===== src/rtl/inst_prefetch_pkg.sv =====
// Shared types and constants for the instruction prefetch unit.
package inst_prefetch_pkg;

    localparam int XLEN = 32;
    localparam logic [XLEN-1:0] START_ADDR_DEFAULT = 32'h0000_0000;

    // One queued fetch result: the address it came from and the word read.
    typedef struct packed {
        logic [XLEN-1:0] pc;
        logic [XLEN-1:0] inst;
    } fetch_entry_t;

    // Force a byte address onto a 32-bit word boundary.
    function automatic logic [XLEN-1:0] word_align(input logic [XLEN-1:0] addr);
        return {addr[XLEN-1:2], 2'b00};
    endfunction

endpackage


===== src/rtl/inst_prefetch_if.sv =====
// ROM request/response and decode-side handshake of the prefetch unit.
interface inst_prefetch_if;
    import inst_prefetch_pkg::*;

    logic            imem_en;
    logic [XLEN-1:0] imem_addr;
    logic [XLEN-1:0] imem_rdata;
    logic            redirect;
    logic [XLEN-1:0] redirect_pc;
    logic            out_valid;
    logic [XLEN-1:0] out_pc;
    logic [XLEN-1:0] out_inst;
    logic            out_ready;

    // Prefetch unit side
    modport master (
        output imem_en, imem_addr, out_valid, out_pc, out_inst,
        input  imem_rdata, redirect, redirect_pc, out_ready
    );

    // ROM / branch unit / decode side
    modport slave (
        input  imem_en, imem_addr, out_valid, out_pc, out_inst,
        output imem_rdata, redirect, redirect_pc, out_ready
    );

endinterface


===== src/rtl/inst_prefetch_fetch_fifo.sv =====
// Small synchronous FIFO of fetched {pc, inst} pairs with single-cycle flush.
module fetch_fifo
    import inst_prefetch_pkg::*;
#(
    parameter int DEPTH = 4
) (
    input  logic                     clk,
    input  logic                     reset,
    input  logic                     push,
    input  logic                     pop,
    input  logic                     flush,
    input  fetch_entry_t             wr_data,
    output fetch_entry_t             rd_data,
    output logic [$clog2(DEPTH):0]   count
);

    localparam int AW = $clog2(DEPTH);
    localparam int CW = AW + 1;
    localparam logic [CW-1:0] DEPTH_C = CW'(DEPTH);

    fetch_entry_t  mem_r [DEPTH];
    logic [AW-1:0] wr_ptr_r;
    logic [AW-1:0] rd_ptr_r;
    logic [CW-1:0] count_r;
    logic          push_s;
    logic          pop_s;

    // Qualify requests against occupancy so pointers can never run past each other
    always_comb begin
        push_s = 1'b0;
        pop_s  = 1'b0;
        if (flush) begin
            push_s = 1'b0;
            pop_s  = 1'b0;
        end else begin
            push_s = push && (count_r != DEPTH_C);
            pop_s  = pop && (count_r != {CW{1'b0}});
        end
    end

    // Pointer and occupancy bookkeeping; flush empties the queue in one cycle
    always_ff @(posedge clk or posedge reset) begin
        if (reset) begin
            wr_ptr_r <= {AW{1'b0}};
            rd_ptr_r <= {AW{1'b0}};
            count_r  <= {CW{1'b0}};
        end else if (flush) begin
            wr_ptr_r <= {AW{1'b0}};
            rd_ptr_r <= {AW{1'b0}};
            count_r  <= {CW{1'b0}};
        end else begin
            if (push_s) begin
                wr_ptr_r <= wr_ptr_r + AW'(1);
            end
            if (pop_s) begin
                rd_ptr_r <= rd_ptr_r + AW'(1);
            end
            case ({push_s, pop_s})
                2'b10:   count_r <= count_r + CW'(1);
                2'b01:   count_r <= count_r - CW'(1);
                default: count_r <= count_r;
            endcase
        end
    end

    // Entry storage, cleared on reset so the head reads as zero afterwards
    always_ff @(posedge clk or posedge reset) begin
        if (reset) begin
            for (int i = 0; i < DEPTH; i++) begin
                mem_r[i] <= '{pc: 32'h0000_0000, inst: 32'h0000_0000};
            end
        end else if (push_s) begin
            mem_r[wr_ptr_r] <= wr_data;
        end
    end

    assign rd_data = mem_r[rd_ptr_r];
    assign count   = count_r;

endmodule


===== src/rtl/inst_prefetch.sv =====
// Instruction prefetch: issues sequential ROM reads, queues the results for
// decode, and restarts at a new address on a taken branch/jump.
module inst_prefetch
    import inst_prefetch_pkg::*;
#(
    parameter int              DEPTH      = 4,
    parameter logic [XLEN-1:0] START_ADDR = START_ADDR_DEFAULT
) (
    input  logic            clk,
    input  logic            reset,
    inst_prefetch_if.master bus
);

    localparam int CW = $clog2(DEPTH) + 1;
    localparam logic [CW-1:0] DEPTH_C = CW'(DEPTH);

    logic [XLEN-1:0] fetch_pc_r;
    logic [XLEN-1:0] inflight_pc_r;
    logic            inflight_r;
    logic [CW-1:0]   count_s;
    logic [CW-1:0]   occupancy_s;
    logic            issue_s;
    logic            push_s;
    logic            pop_s;
    logic            out_valid_s;
    fetch_entry_t    push_entry_s;
    fetch_entry_t    head_entry_s;

    // Issue only while queued plus outstanding entries leave room; a redirect
    // cancels both the issue and the response landing this cycle
    always_comb begin
        occupancy_s  = count_s + CW'(inflight_r);
        out_valid_s  = (count_s != {CW{1'b0}});
        pop_s        = out_valid_s & bus.out_ready;
        push_entry_s = '{pc: inflight_pc_r, inst: bus.imem_rdata};
        issue_s      = 1'b0;
        push_s       = 1'b0;
        if (reset || bus.redirect) begin
            issue_s = 1'b0;
            push_s  = 1'b0;
        end else begin
            issue_s = (occupancy_s < DEPTH_C);
            push_s  = inflight_r;
        end
    end

    // Next fetch address and the single outstanding ROM request
    always_ff @(posedge clk or posedge reset) begin
        if (reset) begin
            fetch_pc_r    <= word_align(START_ADDR);
            inflight_r    <= 1'b0;
            inflight_pc_r <= {XLEN{1'b0}};
        end else if (bus.redirect) begin
            fetch_pc_r <= word_align(bus.redirect_pc);
            inflight_r <= 1'b0;
        end else if (issue_s) begin
            inflight_r    <= 1'b1;
            inflight_pc_r <= fetch_pc_r;
            fetch_pc_r    <= fetch_pc_r + 32'd4;
        end else begin
            inflight_r <= 1'b0;
        end
    end

    fetch_fifo #(
        .DEPTH (DEPTH)
    ) u_fifo (
        .clk     (clk),
        .reset   (reset),
        .push    (push_s),
        .pop     (pop_s),
        .flush   (bus.redirect),
        .wr_data (push_entry_s),
        .rd_data (head_entry_s),
        .count   (count_s)
    );

    assign bus.imem_en   = issue_s;
    assign bus.imem_addr = fetch_pc_r;
    assign bus.out_valid = out_valid_s;
    assign bus.out_pc    = head_entry_s.pc;
    assign bus.out_inst  = head_entry_s.inst;

endmodule


===== src/flat_wrapper.sv =====
// flat-port wrapper written by rule: the top's interface ports become plain ports
module inst_prefetch_flat import inst_prefetch_pkg::*;
#(
    parameter int              DEPTH      = 4,
    parameter logic [XLEN-1:0] START_ADDR = START_ADDR_DEFAULT
)
  (clk, reset, bus_imem_en, bus_imem_addr, bus_out_valid, bus_out_pc, bus_out_inst, bus_imem_rdata, bus_redirect, bus_redirect_pc, bus_out_ready);
  inst_prefetch_if bus_i ();
  input  logic clk;
  input  logic reset;
  output wire logic [$bits(bus_i.imem_en)-1:0] bus_imem_en;
  output wire logic [$bits(bus_i.imem_addr)-1:0] bus_imem_addr;
  output wire logic [$bits(bus_i.out_valid)-1:0] bus_out_valid;
  output wire logic [$bits(bus_i.out_pc)-1:0] bus_out_pc;
  output wire logic [$bits(bus_i.out_inst)-1:0] bus_out_inst;
  input wire logic [$bits(bus_i.imem_rdata)-1:0] bus_imem_rdata;
  input wire logic [$bits(bus_i.redirect)-1:0] bus_redirect;
  input wire logic [$bits(bus_i.redirect_pc)-1:0] bus_redirect_pc;
  input wire logic [$bits(bus_i.out_ready)-1:0] bus_out_ready;
  assign bus_imem_en = bus_i.imem_en;
  assign bus_imem_addr = bus_i.imem_addr;
  assign bus_out_valid = bus_i.out_valid;
  assign bus_out_pc = bus_i.out_pc;
  assign bus_out_inst = bus_i.out_inst;
  assign bus_i.imem_rdata = bus_imem_rdata;
  assign bus_i.redirect = bus_redirect;
  assign bus_i.redirect_pc = bus_redirect_pc;
  assign bus_i.out_ready = bus_out_ready;
  inst_prefetch #(.DEPTH(DEPTH), .START_ADDR(START_ADDR)) u_core (.clk(clk), .reset(reset), .bus(bus_i));
endmodule

===== config.mk =====
export PLATFORM = sky130hd
export DESIGN_NAME = inst_prefetch_flat
export DESIGN_NICKNAME = d
export VERILOG_FILES = /design/src/rtl/inst_prefetch_pkg.sv /design/src/rtl/inst_prefetch_if.sv /design/src/rtl/inst_prefetch_fetch_fifo.sv /design/src/rtl/inst_prefetch.sv /design/src/flat_wrapper.sv
export SDC_FILE = /design/constraint.sdc
export NUM_CORES = 1
export LEC_CHECK = 0
export ABC_AREA = 0
export CORE_ASPECT_RATIO = 1.2
export CORE_MARGIN = 1
export CORE_UTILIZATION = 45
export DETAILED_ROUTE_END_ITERATION = 12
export PLACE_DENSITY = 0.62
export SYNTH_ARGS = -nofsm -noshare
export SYNTH_HDL_FRONTEND = slang
export SYNTH_SLANG_ARGS = --single-unit
export TNS_END_PERCENT = 10

===== constraint.sdc =====
create_clock -name clk -period 13.35 [get_ports clk]
set_clock_uncertainty 0.05 [all_clocks]
set_input_delay 1.335 -clock clk [delete_from_list [all_inputs] [get_ports clk]]
set_output_delay 1.335 -clock clk [all_outputs]
set_load 0.005 [all_outputs]

==> impl_metrics.yaml, run 1 <==
critical_path:
  crit_fanout: 37
  worstPathArrival_ns: 3.21
  worstPathRequired_ns: 11.97
  crit_slowest_cell: "dfrtp_4"
  crit_chain: "buf_4 > mux4_2 > clkdlybuf4s50_1"
  setup.worst_path.class: "register to primary output"
  regToRegSetupSlack_ns: 10.18
  cp-end-kind: "primary output"
  r2r-start: "u_core.u_fifo.count[0]"
  critPathBufInv: 2
  crit_family: "buffers and inverters"
  critPathMaxStageDelay_ns: 0.83
  rr_worst_depth: 7
  r2r-end: "u_core.bus.imem_addr[8]"
  critPathLaunch: "u_core.u_fifo.rd_ptr_r[0]"
  crit_path_start_kind: "register"
grt:
  grt_usage_pct: 20.2
  grt_max_degree: 185
  antenna_found_initial: 0
  grt_pass1_wl_um: 50600
  grt_pass1_vias: 9125
  overflow: 0
timing:
  period_share_pct: 34.4
  relSlewSlack_pct: 25.0
  fin_crit_ns: 4.60
  tightestPinTransition_ns: 1.13
  fmax_mhz: 218
  finalHoldViolations: 0
  rsz0062_at_grt: "no"
  setup_viol: 0
  fin_setup_tns_ns: 0
  worst_slack_ns: 8.75
  slew_violations: 0
worst_hold_path:
  hold_path.class: "register to register"
  hold_path_end: "u_core.u_fifo.mem_r[102]"
  holdPathStages: 1
  hp-start: "u_core.u_fifo.mem_r[102]"
drt:
  viasPerCell: 5.55
  drt-met1-wl_um: 13800
  routed-wl-met3_um: 1690
  routed_wirelength_um: 31400
  drt_iter0_drc: 395
  detail_route.wl_per_cell_um: 20.2
  top_layer: "met4"
  drc: 0
  wl_met2_um: 15300
  firstDrtPassIters: 4
  vias: 8635
  ant_nets: 0
logic_synthesis:
  synth_area_um2: 14200
  syn-instance-count: 998
  synth-seq-cells: 316
  yosys_warnings: 0
  synthArstFlopShare_pct: 100
  yosys.area.top_type: "dfrtp_1"
  synth-seq-area-share_pct: 55.8
  synth_top_area_share_pct: 55.8
  synth_edf_count: 0
  synth.distinct_cells: 55
  synth-main-ff-cell: "dfrtp_1"
  synth.area.top_cells: "dfrtp_1, mux2_2, mux4_2"
  syn_area_per_cell_um2: 14.2
clock_network:
  clock_sinks: 316
  cts_max_path_buffers: 3
  h-tree-depth: 2
  clk_pin_slew_ns: 0.05
  cts_buffers: 35
  cts_tree: "yes"
  cts_setup_buffers: 0
  clock_latency_ns: 0.50
  cts_resized: 0
  cts-root-buf: "clkbuf_16"
  hold_buffers: 0
floorplan:
  die_width_um: 164
  core-area_um2: 30700
  die_h_um: 196
  io_pins: 166
  fp-row-count: 70
  start_util_pct: 46.1
  fp.dieArea_um2: 32200
layout:
  final_common_cell: "dfrtp_1"
  final_core_util_pct: 55.6
  diodes: 0
  area_delta_synth_final_pct: 20.7
  final_cell_mix: "dfrtp_1, mux2_2, clkdlybuf4s50_1, nand2_1, mux4_2"
  layout-drive-gt1-share_pct: 31.8
  design_area_um2: 17100
  nNetsFinal: 1215
run:
  maxCapViolCount: 0
placed_design:
  port_buffers: 159
  dp_worst_setup_slack_ns: 8.59
  dp_hpwl_um: 18100
  place_congestion: 0.807
  placed_area_um2: 16000
pwr:
  p_leak_nw: 7.88
  power_density_nw_per_um2: 184
  ir_drop_v: 0.000143
outcome:
  outcome: "complete, no violations"
==> worst max-delay path by stage <==
stage                          endpoint  slack [ns]  cells past startpoint
6_report                 bus_out_pc[30]        8.75                      3
3_3_place_gp    u_core.bus.imem_addr[8]        8.61                      9
3_5_place_dp    u_core.bus.imem_addr[6]        8.59                      9
5_1_grt                  bus_out_pc[19]        8.47                      3
2_1_floorplan  u_core.bus.imem_addr[10]        3.22                      1
4_1_cts                  bus_out_pc[19]        8.59                      3
==> through the flow <==
stage / std cells / hold WS [ns] / power, mW
floorplan: 1001 / 0.409 / 1.79
global placement: 1500 / 0.419 / 2.21
detailed placement: 1500 / 0.428 / 2.23
CTS: 1557 / 0.440 / 3.19
global route: 1557 / 0.457 / 3.32
finish: 1557 / 0.437 / 3.14
==> state kept, by name, indices dropped and copies added (netlist names) <==
| signal | count |
|---|---|
| u_core.bus.imem_addr | 30 |
| u_core.u_fifo.count | 3 |
| u_core.inflight_pc_r | 30 |
| u_core.inflight_r | 1 |
| u_core.u_fifo.mem_r | 248 |
| u_core.u_fifo.wr_ptr_r | 2 |
| u_core.u_fifo.rd_ptr_r | 2 |
==> cell usage after synthesis (7+ instances only) <==
master	instances
nor3_1	7
inv_1	11
nor2_1	18
mux2_2	229
o211ai_1	13
mux2_1	20
dfrtp_1	316
a21oi_1	10
o311ai_0	15
nand3_1	16
buf_4	28
nand4_1	9
mux4_2	62
and3_1	7
nand2_1	131
clkbuf_1	17
o21ai_0	13
buf_2	11
==> logic make-up after synthesis <==
logic type / synth area share [%]
AO/OA/AOI/OAI: 3.15
flip-flops: 55.8
adder cells (fa/ha/maj): 0.583
other: 0.0265
multiplexers: 29.9
AND/OR/NAND/NOR: 7.37
XOR/XNOR: 0.309
buffers and inverters: 2.85
==> per-layer routing <==
layer,GRT usage [%],up-vias
li1,-,3935
met3,4.67,38
met2,33.6,173
met1,26.9,4489
met5,0,-
met4,4.87,0
==> final cells by class <==
cell class | count | area (µm²)
fillers | 2524 | 13600
flip-flops and latches | 316 | 7910
multi-input cells | 611 | 5880
repair buffers | 165 | 1650
clock buffers | 45 | 973
well taps | 396 | 495
clock inverters | 12 | 145
inverters | 12 | 52.6
==> where the power goes <==
part	internal [mW]	switching, mW	leakage (nW)
combinational	0.571	0.301	3.14
clock	0.571	0.375	0.560
sequential	1.16	0.167	4.19
No activity file was read; power rests on OpenSTA's default activity.
==> inputs of run 2 (changes only) <==
Clock period 13.35 ns to 4.7 ns, I/O delays scaled along.
==> impl_metrics.yaml, run 2 (synthesis results as in run 1) <==
layout:
  final_cell_mix: "dfrtp_1, mux2_2, clkdlybuf4s50_1, nand2_1, mux4_2"
  layout-drive-gt1-share_pct: 32.7
  area_delta_synth_final_pct: 22.2
  diodes: 0
  fin_cells: 1574
  final_common_cell: "dfrtp_1"
  top_register: "u_core.u_fifo.mem_r"
  design_area_um2: 17300
  largest_reg_flops: 248
  nNetsFinal: 1227
floorplan:
  io_pins: 166
  die_width_um: 164
  core-area_um2: 30700
  die_h_um: 196
  fp-row-count: 70
  fp.dieArea_um2: 32200
  start_util_pct: 46.1
critical_path:
  critPathBufInv: 2
  r2r-end: "u_core.u_fifo.mem_r[29]"
  worstPathRequired_ns: 4.18
  critPathMaxStageDelay_ns: 0.97
  regToRegSetupSlack_ns: 1.92
  crit_fanout: 37
  cp-end-kind: "primary output"
  setup.worst_path.class: "register to primary output"
  rr_worst_depth: 5
  crit_chain: "buf_4 > mux4_2 > clkdlybuf4s50_1"
  crit_path_start_kind: "register"
  crit_slowest_cell: "dfrtp_4"
  worstPathArrival_ns: 2.97
  r2r-start: "u_core.u_fifo.count[0]"
  crit_family: "flip-flops"
pwr:
  p_int_mw: 6.63
  combinationalPowerShare_pct: 27.3
  clock_power_share_pct: 30.8
  p_switching_mw: 2.41
  power_density_nw_per_um2: 522
  ir_drop_v: 0.000305
  p_leak_nw: 7.99
  swShare_pct: 26.7
  p_seq_share_pct: 41.9
timing:
  rsz0062_at_grt: "no"
  tightestPinTransition_ns: 0.938
  fin_crit_ns: 3.49
  relSlewSlack_pct: 37.5
  finalHoldViolations: 0
  fmax_mhz: 287
  period_share_pct: 74.2
  slew_violations: 0
  setup_viol: 0
  worst_slack_ns: 1.21
drt:
  viasPerCell: 5.54
  firstDrtPassIters: 5
  vias: 8726
  drt_iter0_drc: 464
  detail_route.wl_per_cell_um: 20.0
  ant_nets: 0
  drc: 0
  routed_wirelength_um: 31400
worst_hold_path:
  hold_path_end: "u_core.u_fifo.mem_r[46]"
  holdPathStages: 1
  hold_path.class: "register to register"
  hp-start: "u_core.u_fifo.mem_r[46]"
clock_network:
  clk_pin_slew_ns: 0.06
  hold_buffers: 0
  clock_sinks: 316
  cts_tree: "yes"
  clock_latency_ns: 0.51
  h-tree-depth: 2
  cts_resized: 0
  cts_buffers: 35
  cts_max_path_buffers: 3
  cts_setup_buffers: 0
  cts-root-buf: "clkbuf_16"
placed_design:
  dp_worst_setup_slack_ns: 1.41
  placed_area_um2: 16100
  place_congestion: 0.792
  port_buffers: 159
  placedCellCount: 1512
  dp_hpwl_um: 19200
outcome:
  outcome: "complete, no violations"
grt:
  antenna_found_initial: 0
  grt_usage_pct: 20.3
  grt_pass1_wl_um: 50500
  grt_pass1_vias: 9048
  overflow: 0
  grt_max_degree: 131
run:
  maxCapViolCount: 0
## run 2: area by class of cell
type                       count  area, µm²
fill                        2569      13400
sequential                   316       7910
multi-input combinational    611       5880
timing repair buffer         177       1790
clock buffer                  52       1080
tap                          396        495
clock inverter                10        103
inverter                      12       48.8
## run 2: how the worst max path moves through the flow
| stage | startpoint | end | slack [ns] | cells past startpoint |
|---|---|---|---|---|
| final | u_core.u_fifo.rd_ptr_r[0] | bus_out_inst[16] | 1.21 | 3 |
| after global routing | u_core.u_fifo.rd_ptr_r[0] | bus_out_inst[14] | 0.97 | 3 |
| after CTS | u_core.u_fifo.rd_ptr_r[0] | bus_out_inst[23] | 1.07 | 3 |
| after detailed placement | reset | u_core.u_fifo.mem_r[39] | 1.41 | 6 |
| after global placement | reset | u_core.u_fifo.mem_r[39] | 1.49 | 6 |
| after floorplan | reset | u_core.bus.imem_addr[10] | -0.03 | 1 |
## run 2: power groups by stage
stage / clock [mW] / combinational (mW) / sequential (mW)
final: 2.78 / 2.47 / 3.79
after global routing: 2.96 / 2.68 / 3.89
after CTS: 2.85 / 2.53 / 3.80
after detailed placement: 0 / 2.51 / 3.85
after global placement: 0 / 2.49 / 3.83
after floorplan: 0 / 1.49 / 3.59
## run 2: metrics by stage
| stage | setup TNS (ns) | total power [mW] | util [%] | hold slack (ns) |
|---|---|---|---|---|
| after floorplan | -9.75 | 5.08 | - | 0.409 |
| after global placement | 0 | 6.32 | 52.4 | 0.419 |
| after detailed placement | 0 | 6.36 | 52.4 | 0.428 |
| after CTS | 0 | 9.18 | 56.3 | 0.441 |
| after global routing | 0 | 9.54 | 56.3 | 0.453 |
| final | 0 | 9.04 | 56.3 | 0.437 |
## run 2: per-layer routing
layer  routed length [µm]  track usage, %  up-vias
met5                    0               0        -
met2                15100            32.4      200
met1                14000            27.8     4519
li1                     -               -     3963
met4                  599            5.52        0
met3                 1720            4.50       44
